`config.mk`:
```
export PLATFORM = sky130hd
export DESIGN_NAME = uart_rx_os
export DESIGN_NICKNAME = d
export VERILOG_FILES = /design/src/rtl/uart_rx_os.sv
export SDC_FILE = /design/constraint.sdc
export NUM_CORES = 1
export LEC_CHECK = 0
export CORE_UTILIZATION = 45
export CTS_CLUSTER_DIAMETER = 200
export CTS_CLUSTER_SIZE = 30
export DETAILED_ROUTE_END_ITERATION = 6
export PLACE_DENSITY = 0.66
export SYNTH_ARGS = -nofsm -noshare
export SYNTH_HDL_FRONTEND = slang
export SYNTH_SLANG_ARGS = --single-unit
```
`constraint.sdc`:
```
create_clock -name i_clk -period 2.74 [get_ports i_clk]
set_input_delay 0.274 -clock i_clk [delete_from_list [all_inputs] [get_ports i_clk]]
set_output_delay 0.274 -clock i_clk [all_outputs]
set_load 0.005 [all_outputs]
```
`src/rtl/uart_rx_os.sv`:
```
// Oversampling UART receiver: 3-sample mid-bit majority vote, 5..9 data bits,
// runtime parity, 1/2 stop bits, single-entry holding register with overrun flag.
module uart_rx_os #(
  parameter int WIDTH_DATA = 8,
  parameter int OS         = 16,
  parameter int STOP_BITS  = 1
) (
  input  logic                  i_clk,
  input  logic                  i_nrst,
  input  logic                  i_tick,
  input  logic                  i_rx,
  input  logic [1:0]            i_parity,
  input  logic                  i_re,
  output logic [WIDTH_DATA-1:0] o_data,
  output logic                  o_rdy,
  output logic                  o_perr,
  output logic                  o_ferr,
  output logic                  o_ovr,
  output logic                  o_busy
);
  // state  | meaning
  // IDLE   | waiting for a falling edge on the synchronized line
  // START  | validating the start bit by mid-bit vote
  // DATA   | shifting in WIDTH_DATA bits, LSB first
  // PARITY | checking the parity bit against the latched mode
  // STOP   | voting stop bits; the last vote commits the frame

  localparam int TCW = $clog2(OS);
  localparam int BCW = (WIDTH_DATA > 2) ? $clog2(WIDTH_DATA) : 1;
  localparam logic [TCW-1:0] TC_S0   = TCW'(OS/2 - 1);
  localparam logic [TCW-1:0] TC_S1   = TCW'(OS/2);
  localparam logic [TCW-1:0] TC_VOTE = TCW'(OS/2 + 1);
  localparam logic [TCW-1:0] TC_END  = TCW'(OS - 1);
  localparam logic [BCW-1:0] BC_DATA_LAST = BCW'(WIDTH_DATA - 1);
  localparam logic [BCW-1:0] BC_STOP_LAST = BCW'(STOP_BITS - 1);

  typedef enum logic [2:0] {S_IDLE, S_START, S_DATA, S_PARITY, S_STOP} state_t;

  state_t                state, state_nxt;
  logic                  rx_s1, rx_s2, rx_prev;
  logic                  fall;
  logic [TCW-1:0]        tc;
  logic [BCW-1:0]        bit_cnt;
  logic [1:0]            smp;
  logic                  vote;
  logic                  tick_vote, tick_end;
  logic [WIDTH_DATA-1:0] shreg;
  logic                  par_en, par_odd;
  logic                  perr_acc, ferr_acc, ferr_now;
  logic                  commit;

  always_ff @(posedge i_clk or negedge i_nrst) begin
    if (!i_nrst) begin
      rx_s1   <= 1'b1;
      rx_s2   <= 1'b1;
      rx_prev <= 1'b1;
    end else begin
      rx_s1   <= i_rx;
      rx_s2   <= rx_s1;
      rx_prev <= rx_s2;
    end
  end

  assign fall      = rx_prev & ~rx_s2;
  assign tick_vote = i_tick && (tc == TC_VOTE);
  assign tick_end  = i_tick && (tc == TC_END);
  // third sample is the live synchronized value on the deciding tick
  assign vote      = (smp[0] & smp[1]) | (smp[0] & rx_s2) | (smp[1] & rx_s2);
  assign ferr_now  = ferr_acc | ~vote;
  assign o_busy    = (state != S_IDLE);

  always_ff @(posedge i_clk or negedge i_nrst) begin
    if (!i_nrst) state <= S_IDLE;
    else         state <= state_nxt;
  end

  always_comb begin
    state_nxt = state;
    commit    = 1'b0;
    case (state)
      S_IDLE:   if (fall) state_nxt = S_START;
      S_START: begin
        if (tick_vote && vote) state_nxt = S_IDLE;
        else if (tick_end)     state_nxt = S_DATA;
      end
      S_DATA:   if (tick_end && bit_cnt == BC_DATA_LAST)
                  state_nxt = par_en ? S_PARITY : S_STOP;
      S_PARITY: if (tick_end) state_nxt = S_STOP;
      S_STOP: begin
        // leave on the vote, not the bit end, so an early next start edge is caught
        if (tick_vote && bit_cnt == BC_STOP_LAST) begin
          state_nxt = S_IDLE;
          commit    = 1'b1;
        end
      end
      default:  state_nxt = S_IDLE;
    endcase
  end

  always_ff @(posedge i_clk or negedge i_nrst) begin
    if (!i_nrst) begin
      tc       <= '0;
      bit_cnt  <= '0;
      smp      <= 2'b11;
      shreg    <= '0;
      par_en   <= 1'b0;
      par_odd  <= 1'b0;
      perr_acc <= 1'b0;
      ferr_acc <= 1'b0;
    end else if (state == S_IDLE) begin
      tc       <= '0;
      bit_cnt  <= '0;
      perr_acc <= 1'b0;
      ferr_acc <= 1'b0;
      par_en   <= i_parity[1];
      par_odd  <= i_parity[0];
    end else if (i_tick) begin
      tc <= (tc == TC_END) ? '0 : tc + 1'b1;
      if (tc == TC_S0) smp[0] <= rx_s2;
      if (tc == TC_S1) smp[1] <= rx_s2;
      if (tc == TC_VOTE) begin
        case (state)
          S_DATA:   shreg    <= {vote, shreg[WIDTH_DATA-1:1]};
          S_PARITY: perr_acc <= ^shreg ^ vote ^ par_odd;
          S_STOP:   if (!vote) ferr_acc <= 1'b1;
          default:  ;
        endcase
      end
      if (tc == TC_END) begin
        if (state_nxt != state) bit_cnt <= '0;
        else                    bit_cnt <= bit_cnt + 1'b1;
      end
    end
  end

  always_ff @(posedge i_clk or negedge i_nrst) begin
    if (!i_nrst) begin
      o_data <= '1;
      o_rdy  <= 1'b0;
      o_perr <= 1'b0;
      o_ferr <= 1'b0;
      o_ovr  <= 1'b0;
    end else begin
      if (commit && (!o_rdy || i_re)) begin
        o_data <= shreg;
        o_perr <= perr_acc;
        o_ferr <= ferr_now;
        o_rdy  <= 1'b1;
      end else if (i_re) begin
        o_rdy  <= 1'b0;
        o_perr <= 1'b0;
        o_ferr <= 1'b0;
      end
      if (commit && o_rdy && !i_re) o_ovr <= 1'b1;
      else if (i_re)                o_ovr <= 1'b0;
    end
  end

endmodule

```
==> qor.yml <==
run_status:
  status: "complete, no violations"
timing:
  fin_crit_ns: 1.94
  final_hold_viol_count: 0
  worst_slack_ns: 0.802
  finalSetupViolations: 0
  setup_tns_ns: 0
  slew_headroom: 0.437
  finClkSkew_ns: 0.00766
  rsz0062_at_grt: "false"
  fmax_mhz: 516
  min_period_over_period: 0.707
  worst_pin_slew_ns: 0.845
  slew_viol_final: 0
floorplanning:
  die_x_um: 67.8
  die_area_um2: 4590
  rows: 23
  core_um2: 4090
  initial_core_util: 0.476
  chipHeight_um: 67.8
  io_pins: 20
pwr:
  ir_drop_v: 0.000430
  power_leakage_nw: 1.03
  p_per_area_nw_per_um2: 577
  total_power_w: 0.00129
cells_and_area:
  utilization: 0.545
  final_common_cell: "dfrtp_1"
  nets: 198
  syn_to_final_growth_pct: 14.4
  drive_above_1_share: 0.253
  num_antenna_cells: 0
  final_cell_mix: "dfrtp_1 (26), clkdlybuf4s50_1 (18), nor2_1 (15)"
global_routing:
  grt_pass1_vias: 1213
  grt_antenna_before_repair: 0
  grt_first_pass_wirelength_um: 5660
  grt_overflow: 0
  grt_max_degree: 40
  grt_use_total: 0.173
yosys:
  ys_ff_latch: 39
  synthDistinctLibCells: 40
  synthesis.nets: 179
  async_flop_share: 1.00
  synth_edf_count: 0
  synth_ff_type: "dfrtp_1"
  synthCells: 166
  synth_warnings: 0
  seq_area_frac_synth: 0.510
  syn_area_per_cell_um2: 11.7
  syn_area_um2: 1950
detailed_routing:
  drc: 0
  first_iter_violations: 42
  wirelength_um: 3370
  vias_per_cell: 5.37
  antenna_left: 0
  wl_per_cell_um: 14.3
  drtPass1Iterations: 4
  via_count: 1268
place:
  io_buffers: 19
  hpwl_um: 2430
  gp_congestion: 0.789
  post-place-ws_ns: 0.638
clocking:
  clkSinkCount: 39
  cts-buffers-inserted: 5
  htreeDepth: 2
  clockBufferDepth: 2
  tritoncts: "built"
  cts-resized-gates: 0
  clk_pin_slew_ns: 0.08
  cts_setup_buffers: 0
  cts_hold_buf: 0
  clock_latency_ns: 0.29
  clockRootBuffer: "clkbuf_8"
setup_path:
  startpoint: "state[0]"
  crit_chain: "nor3_1 > inv_1 > clkdlybuf4s50_1"
  crit_slowest_cell: "dfrtp_1"
  path_max_fanout: 11
  worst_ep_required_time_ns: 2.47
  regToRegStartpoint: "tc[1]"
  start_kind: "register"
  cpPeakStageDelay_ns: 0.51
  critPathCaptureType: "output pin"
  cp_data_arrival_time_ns: 1.66
  critPathKind: "reg -> out"
flow_run:
  max_cap_violations: 0
min_path:
  hold_path_class: "in -> async"
## critical path, delay by kind of cell, from the launching register on
family                 cells  cell delay, ns
DFF                        1            0.51
and+or+nand+nor            1            0.29
buffers and inverters      2            0.57
## routing by layer
metal  up-vias  wire length (um)  track usage
met5         -                 0            0
met4         0                60       0.0781
met3         6               107       0.0507
met2        28              1690        0.290
met1       620              1510        0.202
li1        614                 -            -
## cells by family (layout without fill, tap and decap cells)
family	after synthesis	count (layout)	synth area share
AO/OA/AOI/OAI	23	23	0.0758
XOR/XNOR	9	9	0.0476
adder cells (fa/ha/maj)	7	7	0.0437
buffers and inverters	14	34	0.0418
flip-flops	39	39	0.510
multiplexers	20	20	0.127
AND/OR/NAND/NOR	54	54	0.155
## final cells by class
| class | count | area [um^2] |
|---|---|---|
| Clock inverter | 3 | 15.0 |
| Fill cell | 340 | 1860 |
| Sequential cell | 39 | 992 |
| Clock buffer | 5 | 68.8 |
| Multi-Input combinational cell | 113 | 873 |
| Inverter | 6 | 22.5 |
| Tap cell | 50 | 62.6 |
| Timing Repair Buffer | 20 | 193 |
## path summary, 6_finish.rpt
path | to | slack, ns | cells past startpoint
worst max-delay path | o_busy | 0.80 | 3
worst min-delay path | shreg[4] | 0.09 | 1
worst max register to register | bit_cnt[0] | 1.00 | 6
worst min register to register | rx_s2 | 0.36 | 0
max in group asynchronous | o_perr | 2.12 | 1
min in group i_clk | rx_s2 | 0.36 | 0
## synthesized netlist by cell type, types with 2 or more instances
master	instances	area share
a21oi_1	8	0.021
a22o_1	2	0.0090
buf_2	5	0.013
buf_6	3	0.017
dfrtp_1	26	0.33
dfstp_2	13	0.18
ha_1	6	0.039
inv_1	6	0.012
mux2_2	13	0.075
mux2_4	6	0.046
nand2_1	14	0.027
nand2b_1	6	0.019
nand3_1	3	0.0077
nand3b_1	2	0.0077
nand4b_1	2	0.0090
nor2_1	15	0.029
nor3_1	3	0.0077
o21ai_0	5	0.013
xnor2_1	6	0.027
xor2_1	2	0.0090
## where the power goes
part           total (W)  leakage, nW  internal (W)  switching (W)
clock network   0.000371       0.0477      0.000174       0.000197
logic           0.000215        0.493      0.000101       0.000114
registers       0.000700        0.486      0.000639      0.0000613
total            0.00129         1.03      0.000914       0.000372
## stage by stage
step | hold slack (ns) | cell area (um^2) | instances
finish | 0.0889 | 2230 | 236
global route | 0.142 | 2230 | 236
CTS | 0.111 | 2230 | 236
detailed placement | 0.347 | 2140 | 228
global placement | 0.346 | 2140 | 228
floorplan | -0.0216 | 1950 | 166
## state kept, by name, summed over array words and instances (netlist names), 2 cells and up
signal and flops:
o_data 8, shreg 8, bit_cnt 3, smp 2, tc 4, state 3
Note: power is estimated with default switching activity, not from simulation.
